[config.mk]
export PLATFORM = sky130hd
export DESIGN_NAME = clock_lock_sequencer_flat
export DESIGN_NICKNAME = d
export VERILOG_FILES = /design/src/rtl/clock_lock_sequencer_if.sv /design/src/rtl/clock_lock_sequencer.sv /design/src/flat_wrapper.sv
export SDC_FILE = /design/constraint.sdc
export NUM_CORES = 1
export LEC_CHECK = 0
export BUFFER_PORTS_ARGS = -buffer_cell sky130_fd_sc_hd__buf_2
export CAP_MARGIN = 15
export CORE_MARGIN = 5
export CORE_UTILIZATION = 55
export CTS_CLUSTER_SIZE = 10
export DETAILED_ROUTE_END_ITERATION = 12
export PLACE_DENSITY = 0.77
export SLEW_MARGIN = 20
export SYNTH_ARGS = -nofsm -noshare
export SYNTH_HDL_FRONTEND = slang
export SYNTH_SLANG_ARGS = --single-unit
[constraint.sdc]
create_clock -name clock -period 3.48 [get_ports clock]
set_input_delay 0.696 -clock clock [delete_from_list [all_inputs] [get_ports clock]]
set_output_delay 0.696 -clock clock [all_outputs]
set_load 0.1 [all_outputs]
[src/rtl/clock_lock_sequencer_if.sv]
// clock_lock_sequencer_if: lock inputs and staged reset/status outputs.
// The master side drives locked; the sequencer (slave) drives the rest.
interface clock_lock_sequencer_if #(
    parameter int NumLocks  = 2,
    parameter int NumStages = 3
);
    logic [NumLocks-1:0]  locked;
    logic                 cm_reset;
    logic [NumStages-1:0] stage_reset;
    logic                 ready;
    logic [3:0]           loss_count;
    logic [7:0]           status;

    modport master (
        output locked,
        input  cm_reset,
        input  stage_reset,
        input  ready,
        input  loss_count,
        input  status
    );

    modport slave (
        input  locked,
        output cm_reset,
        output stage_reset,
        output ready,
        output loss_count,
        output status
    );
endinterface

[src/rtl/clock_lock_sequencer.sv]
// clock_lock_sequencer: pulses clock-manager reset, waits for stable lock,
// releases reset stages in order. LOCK_TIMEOUT_EN adds a WAIT_LOCK timeout.
module clock_lock_sequencer #(
    parameter int NumLocks      = 2,
    parameter int NumStages     = 3,
    parameter int PulseCycles   = 16,
    parameter int StableCycles  = 256,
    parameter int ReleaseGap    = 16,
    parameter int TimeoutCycles = 65536
) (
    input logic                   clock,
    input logic                   reset,
    clock_lock_sequencer_if.slave bus
);
    typedef enum logic [1:0] {
        PULSE     = 2'd0,
        WAIT_LOCK = 2'd1,
        RELEASE   = 2'd2,
        RUN       = 2'd3
    } state_e;

    if (PulseCycles < 1 || StableCycles < 1 ||
        ReleaseGap < 1 || TimeoutCycles < 1) begin : g_bad_cfg
        $error("clock_lock_sequencer: cycle parameters must be >= 1");
    end

    localparam int MaxPs  = (PulseCycles > StableCycles) ?
                            PulseCycles : StableCycles;
    localparam int MaxCnt = (MaxPs > ReleaseGap) ? MaxPs : ReleaseGap;
    localparam int CntW   = $clog2(MaxCnt + 1);

    localparam logic [CntW-1:0] PulseLast  = CntW'(PulseCycles - 1);
    localparam logic [CntW-1:0] StableLast = CntW'(StableCycles - 1);
    localparam logic [CntW-1:0] GapLast    = CntW'(ReleaseGap - 1);
    localparam logic [NumStages-1:0] StageFirst = NumStages'(1);

    logic [NumLocks-1:0]  sync1_q, sync2_q;
    logic                 all_locked;
    state_e               state_q, state_d;
    logic [CntW-1:0]      cnt_q, cnt_d;
    logic [NumStages-1:0] stage_q, stage_d;
    logic [2:0]           retry_q, retry_d;
    logic [3:0]           loss_q, loss_d;
    logic                 go_pulse;
    logic                 tmo_hit;

    // Two-flop synchronizer for the asynchronous lock flags.
    always_ff @(posedge clock or negedge reset) begin
        if (!reset) begin
            sync1_q <= '0;
            sync2_q <= '0;
        end else begin
            sync1_q <= bus.locked;
            sync2_q <= sync1_q;
        end
    end

    assign all_locked = &sync2_q;

`ifdef LOCK_TIMEOUT_EN
    localparam int TmoW = $clog2(TimeoutCycles + 1);
    localparam logic [TmoW-1:0] TmoLast = TmoW'(TimeoutCycles - 1);

    logic [TmoW-1:0] tmo_q, tmo_d;

    // Count cycles spent in WAIT_LOCK; held at zero everywhere else.
    always_comb begin
        tmo_d = '0;
        if (state_q == WAIT_LOCK) tmo_d = tmo_q + 1'b1;
    end

    // Timeout counter register.
    always_ff @(posedge clock or negedge reset) begin
        if (!reset) tmo_q <= '0;
        else        tmo_q <= tmo_d;
    end

    assign tmo_hit = (state_q == WAIT_LOCK) && (tmo_q == TmoLast);
`else
    assign tmo_hit = 1'b0;
`endif

    // Next-state logic; lock loss overrides any release or count event.
    always_comb begin
        state_d  = state_q;
        cnt_d    = cnt_q;
        stage_d  = stage_q;
        retry_d  = retry_q;
        loss_d   = loss_q;
        go_pulse = 1'b0;
        unique case (state_q)
            PULSE: begin
                if (cnt_q == PulseLast) begin
                    state_d = WAIT_LOCK;
                    cnt_d   = '0;
                end else begin
                    cnt_d = cnt_q + 1'b1;
                end
            end
            WAIT_LOCK: begin
                if (all_locked && cnt_q == StableLast) begin
                    state_d = RELEASE;
                    cnt_d   = '0;
                    stage_d = StageFirst;
                end else begin
                    if (all_locked) cnt_d = cnt_q + 1'b1;
                    else            cnt_d = '0;
                    if (tmo_hit) go_pulse = 1'b1;
                end
            end
            RELEASE: begin
                if (!all_locked) begin
                    go_pulse = 1'b1;
                end else if (stage_q[NumStages-1]) begin
                    state_d = RUN;
                end else if (cnt_q == GapLast) begin
                    cnt_d   = '0;
                    stage_d = (stage_q << 1) | StageFirst;
                end else begin
                    cnt_d = cnt_q + 1'b1;
                end
            end
            RUN: begin
                if (!all_locked) begin
                    go_pulse = 1'b1;
                    if (loss_q != 4'hf) loss_d = loss_q + 1'b1;
                end
            end
        endcase
        if (go_pulse) begin
            state_d = PULSE;
            cnt_d   = '0;
            stage_d = '0;
            if (retry_q != 3'h7) retry_d = retry_q + 1'b1;
        end
    end

    // Sequencer state registers.
    always_ff @(posedge clock or negedge reset) begin
        if (!reset) begin
            state_q <= PULSE;
            cnt_q   <= '0;
            stage_q <= '0;
            retry_q <= '0;
            loss_q  <= '0;
        end else begin
            state_q <= state_d;
            cnt_q   <= cnt_d;
            stage_q <= stage_d;
            retry_q <= retry_d;
            loss_q  <= loss_d;
        end
    end

    assign bus.cm_reset    = (state_q != PULSE);
    assign bus.stage_reset = stage_q;
    assign bus.ready       = (state_q == RUN);
    assign bus.loss_count  = loss_q;
    assign bus.status      = {state_q, retry_q, loss_q[2:0]};
endmodule

[src/flat_wrapper.sv]
// flat-port wrapper written by rule: the top's interface ports become plain ports
module clock_lock_sequencer_flat 
#(
    parameter int NumLocks      = 2,
    parameter int NumStages     = 3,
    parameter int PulseCycles   = 16,
    parameter int StableCycles  = 256,
    parameter int ReleaseGap    = 16,
    parameter int TimeoutCycles = 65536
)
  (clock, reset, bus_locked, bus_cm_reset, bus_stage_reset, bus_ready, bus_loss_count, bus_status);
  clock_lock_sequencer_if #(.NumLocks(NumLocks), .NumStages(NumStages)) bus_i ();
  input logic clock;
  input logic reset;
  input wire logic [$bits(bus_i.locked)-1:0] bus_locked;
  output wire logic [$bits(bus_i.cm_reset)-1:0] bus_cm_reset;
  output wire logic [$bits(bus_i.stage_reset)-1:0] bus_stage_reset;
  output wire logic [$bits(bus_i.ready)-1:0] bus_ready;
  output wire logic [$bits(bus_i.loss_count)-1:0] bus_loss_count;
  output wire logic [$bits(bus_i.status)-1:0] bus_status;
  assign bus_i.locked = bus_locked;
  assign bus_cm_reset = bus_i.cm_reset;
  assign bus_stage_reset = bus_i.stage_reset;
  assign bus_ready = bus_i.ready;
  assign bus_loss_count = bus_i.loss_count;
  assign bus_status = bus_i.status;
  clock_lock_sequencer #(.NumLocks(NumLocks), .NumStages(NumStages), .PulseCycles(PulseCycles), .StableCycles(StableCycles), .ReleaseGap(ReleaseGap), .TimeoutCycles(TimeoutCycles)) u_core (.clock(clock), .reset(reset), .bus(bus_i));
endmodule
Yosys cells after proc, flatten, opt, wreduce, memory -nomap -nowiden
Cells that the tools add are included.
Word-level totals
  bits in registers: 25
  latch bits: 0
  RAM bits: 0
  memory bits (read-only): 0
  output and inout port bits: 17
  memories: 0
Cells by class
  $add $sub $neg: 3
  multiply operators: 0
  div/mod/pow operators: 0
  $lt $le $gt $ge: 0
  equal/unequal tests: 13
  shift-type cells: 0
  multiplexer cells: 21
  bitwise logic cells: 1
  reduce and logical (&&, ||, !) cells: 13
Operator list (count)
  $mux 9: 6
  $pmux 9 s3: 1
  $mux 3: 5
  $ne 3x1->1 const B: 5
  $mux 2: 5
  $reduce_and 5->1: 2
  $add 9x1->9 const B: 1
  $eq 9x4->1 const B: 1
  $eq 9x8->1 const B: 1
  $reduce_and 3->1: 3
  $ne 3x3->1 const B: 2
  $pmux 2 s3: 1
  $pmux 3 s2: 1
  $add 4x1->4 const B: 1
  $eq 2x2->1 const B: 2
  $ne 4x4->1 const B: 1
  $reduce_and 2->1: 2
  $reduce_bool 4->1: 1
  $add 3x1->3 const B: 1
  $reduce_bool 3->1: 1
  $eq 2x1->1 const B: 1
  $logic_not 2->1: 1
  $mux 1: 2
  $reduce_bool 2->1: 1
  other kinds (3): 3

Longest topological paths before layout
  depth in word-level cells: 6
  depth in mapped cells: 8
  gate-level depth less buffers: 8

Worst setup path after synthesis
No wires, ideal clock.
  path kind: register -> register
  start: register u_core.state_q[1]
  end: register u_core.retry_q[2]
  library setup time: 0.126 ns
  data arrival time: 2.921 ns
  slack: 0.433 ns
  stages on the path, launching flop included: 5
  clock period less this slack: 3.047 ns
  path through: dfrtp_1 ha_1 o2bb2ai_1 nor2_1 mux2_2
On the way
  word-level cells in the longest chain between the ends: 4
Ends and longest elaborated chain
  start, declared: RTL line clock_lock_sequencer.sv:39  | state_e state_q, state_d;
  start signal, assigned: RTL line clock_lock_sequencer.sv:147  | state_q <= state_d;
  $eq 2x2->1
  named net bus_ready: RTL line flat_wrapper.sv:18  | output wire logic [$bits(bus_i.ready)-1:0] bus_ready;
  $reduce_or 2->1 (no line)
  $mux 1
  $reduce_and 2->1 (no line)
  end signal, assigned: RTL line clock_lock_sequencer.sv:150  | retry_q <= retry_d;
  end, declared: RTL line clock_lock_sequencer.sv:42  | logic [2:0] retry_q, retry_d;
The timed path passes the listed nets, and every way through them passes these cells.
A chain may end at the register's enable or synchronous reset.

Worst setup path in the final report
  start: register u_core.state_q[1]
  end: register u_core.cnt_q[3]
On the way
  word-level cells in the longest chain between the ends: 5
Ends and longest elaborated chain
  $eq 2x2->1: RTL line clock_lock_sequencer.sv:91  | unique case (state_q)
  $reduce_or 2->1 (no line)
  $mux 1
  $ne 3x1->1 (no line), or another cell as far along
  $reduce_and 3->1 (no line)
  end signal, assigned: RTL line clock_lock_sequencer.sv:148  | cnt_q <= cnt_d;
  end, declared: RTL line clock_lock_sequencer.sv:40  | logic [CntW-1:0] cnt_q, cnt_d;
Parallel ways exist; a longest one is shown, timed or not.

==> results.rst <==
.. list-table::
   :header-rows: 1

   * - Metric
     - Value
   * - Run status
     - finished clean
   * - Fraction of the yosys area taken by sequential cells
     - 44.9%
   * - Busiest layer in global routing
     - met2
   * - Count of unique library cells instantiated by Yosys
     - 42
   * - Hold buffer count at cts
     - 0
   * - Share of the clock period used by the worst path after layout
     - 67.5%
   * - Most frequently used cell type in the post-synthesis netlist
     - dfrtp_1
   * - Final Critical Period
     - 2.35 ns
   * - Final hold violations
     - 0
   * - Grt met1 use
     - 24.8%
   * - Number of buffer and inverter stages on the critical path
     - 1
   * - Register clock-pin slew on the reported worst setup and hold paths
     - 0.14 ns
   * - Antenna diode instance count
     - 0
   * - Predominant post-synthesis flop cell
     - dfrtp_1
   * - Number of cells produced by synthesis
     - 132
   * - Max IR drop VDD
     - 0.272 mV
   * - Sequence of cells on the critical path
     - inv_1 -> ha_1 -> or3b_2 -> nand3_1 -> a21oi_2 -> a221o_1
   * - Crit Path Max Fanout
     - 15
   * - Clk sinks
     - 25
   * - Worst Setup End Kind
     - register
   * - Via count of the first global-routing pass
     - 1095
   * - Gr usage total
     - 18.1%
   * - Worst-case clock skew
     - 0.00120 ns
   * - Tightest Hold Check Type
     - in -> async
   * - Worst Path Class, Setup
     - reg -> reg
   * - RR Endpoint
     - u_core.cnt_q[3]
   * - Count of cells resized by post-cts repair
     - 0
   * - Die Footprint
     - 3640 um2
   * - Final #Nets
     - 165
   * - Post-synth top area cell
     - dfrtp_1
   * - Initial Utilization
     - 56.7%
   * - Max Buffers Root-to-Sink
     - 2
   * - Placeable core region
     - 2450 um2
   * - Worst-margin pin slew
     - 0.549 ns
   * - CTS tree
     - yes
   * - Unrepaired setup endpoints after global routing
     - false
   * - WP data arrival
     - 2.57 ns
   * - Inserted Clock Buffers
     - 3
   * - Netlist Area Pre-Place
     - 1390 um2
   * - Worst endpoint required time
     - 3.70 ns
   * - Port buffer count
     - 20
   * - Gpl congestion
     - 0.818
   * - Total number of placement rows
     - 18
   * - Accumulated negative setup slack
     - 0 ns
   * - Final count of pins violating max slew
     - 0
   * - Area added between synthesis and finish
     - 9.79%
   * - Asr flop ratio synth
     - 100%
   * - Wire length of the first global-routing pass
     - 4.99 mm
   * - Main area contributors after synthesis
     - dfrtp_1 (45%), ha_1 (8.1%), a221o_1 (3.6%)
   * - Longest individual stage delay on the worst path
     - 0.51 ns
   * - Clock root buffer
     - clkbuf_4
   * - Source of the worst register-to-register timing path
     - u_core.state_q[1]
   * - Drt total wl
     - 2.83 mm
   * - Syn. warnings
     - 0
   * - Commonest cells post-synth
     - dfrtp_1 (25), inv_1 (11), ha_1 (9), nand3_1 (9), nand2_1 (7)
   * - Fill cell count
     - 206
   * - TritonRoute pass-1 iters
     - 4
   * - Post-DP HPWL
     - 2.13 mm
   * - Cell family with most CP delay
     - simple AND/OR/NAND/NOR gates
   * - DIE WIDTH
     - 60.3 um
   * - Setup bufs post-CTS
     - 0
   * - Static power due to leakage
     - 0.751 nW
   * - Remaining routing DRC violations
     - 0
   * - Area of combinational cells with multiple inputs
     - 694 um2
   * - Via/cell ratio
     - 6.09
   * - Via count
     - 1102
   * - Iteration-0 DRC count of the detailed router
     - 60
   * - Total grt overflow
     - 0
   * - Clk_lat worst skew
     - 0.32 ns
   * - Number of antenna violations at the first check in global routing
     - 0
   * - Total I/O pin count
     - 21
   * - Count of state elements after synthesis
     - 25
   * - Highest clock rate
     - 426 MHz
   * - Syn nets
     - 145
   * - Type of origin of the critical path
     - register
   * - H-tree depth
     - 1
   * - Die boundary height
     - 60.3 um
   * - PD cells
     - 293 nW/um2
   * - Slowest stage cell on the critical path
     - dfrtp_1
   * - Max-Slew Margin vs Limit
     - 63.3%
   * - PnR worst setup slack
     - 1.13 ns
   * - Layout cells sized above 1
     - 22.5%
   * - Final core utilization
     - 62.3%
   * - Reg2reg setup slack
     - 1.13 ns
   * - Fraction of met3 tracks used by global routing
     - 3.24%
   * - Pre-CTS WS
     - 1.16 ns
   * - GR met2 Demand/Resource
     - 29.5%
   * - Post-route ant nets
     - 0
   * - Number of enable-type register cells in the synthesized netlist
     - 0
   * - Maximum number of pins on one net before global-route repair
     - 26
   * - Mean routed wirelength per cell
     - 15.6 um
   * - Mean instance size in the synthesized netlist
     - 10.5 um2
   * - Area taken by flip-flops and latches
     - 626 um2
   * - Reg2reg path depth
     - 6
   * - Max-cap violations
     - 0
   * - Setup-failing EPs final
     - 0
   * - Post-synth top area share
     - 44.9%
## cells by family (layout without fill, tap and decap cells)
kind of cell             Yosys count  after routing  share of synthesized area (%)
XOR/XNOR                           4              4                           2.52
adder cells (fa/ha/maj)            9              9                           8.09
AND/OR/NAND/NOR                   41             41                           16.1
flip-flops                        25             25                           44.9
buffers and inverters             16             35                           5.21
multiplexers                       5              5                           3.95
AO/OA/AOI/OAI                     32             32                           19.2
## sequential cells by signal, summed over array words and instances (netlist names)
| signal | flops |
|---|---|
| u_core.bus.loss_count | 4 |
| u_core.cnt_q | 9 |
| u_core.sync1_q | 2 |
| u_core.state_q | 2 |
| u_core.sync2_q | 2 |
| u_core.bus.stage_reset | 3 |
| u_core.retry_q | 3 |
## area by class of cell
type	instances	share of cell area [%]
clock buffers	3	1.47
clock inverters	1	0.491
inverters	11	2.70
multi-input cells	91	45.4
flip-flops and latches	25	40.9
well taps	30	2.45
repair buffers	20	6.55
## how the worst max path moves through the flow
stage,start,end,slack (ns),cells past startpoint
floorplan,u_core.state_q[1],u_core.retry_q[2],0.43,4
global placement,u_core.cnt_q[0],u_core.cnt_q[2],1.26,7
detailed placement,u_core.state_q[0],u_core.cnt_q[3],1.16,6
CTS,u_core.state_q[0],u_core.cnt_q[3],1.14,6
global route,u_core.state_q[1],u_core.cnt_q[3],0.99,6
finish,u_core.state_q[1],u_core.cnt_q[3],1.13,6
## through the flow
stage / std cells / total power [mW] / cell area [um2] / hold WS (ns)
detailed placement: 177 / 0.319 / 1500 / 0.340
global placement: 177 / 0.318 / 1500 / 0.334
finish: 181 / 0.448 / 1530 / 0.334
global route: 181 / 0.467 / 1530 / 0.356
CTS: 181 / 0.450 / 1530 / 0.348
floorplan: 132 / 0.310 / 1390 / 0.331
## worst reg2reg max path: cells and delay by family (launching register included)
family / cells / cell delay, ns
buf+inv: 1 / 0.10
compound gates: 2 / 0.42
fa+ha+maj: 1 / 0.30
simple gates: 2 / 0.90
flops: 1 / 0.51
## where the power goes
group          switching, mW  total (mW)  internal (mW)
Clock                 0.0908       0.135         0.0439
Sequential           0.00407       0.298          0.294
Combinational         0.0109      0.0152        0.00425
Total                  0.106       0.448          0.342
## layer usage
layer / wire [um] / up-vias
met4: 23 / 0
met5: 0 / -
met3: 114 / 2
met1: 1310 / 548
met2: 1380 / 21
li1: - / 531
## cells in the final DEF (no fill, tap or decap), types with 2 or more instances in the layout
cell and n:
dfrtp_1 25, buf_2 20, inv_1 11, nand3_1 9
ha_1 9, nand2_1 7, nor2_1 6, a221o_1 5
mux2_2 4, o21ai_0 4, a22o_1 3, nor3_1 3
a21oi_1 3, and3_1 3, clkbuf_4 3, nand4_1 2
nand4b_1 2, nand2_2 2, a2111oi_0 2, xor2_1 2
a32o_1 2, and2_1 2, xnor2_1 2, a31oi_1 2
Power figures use the tool's default switching activity.
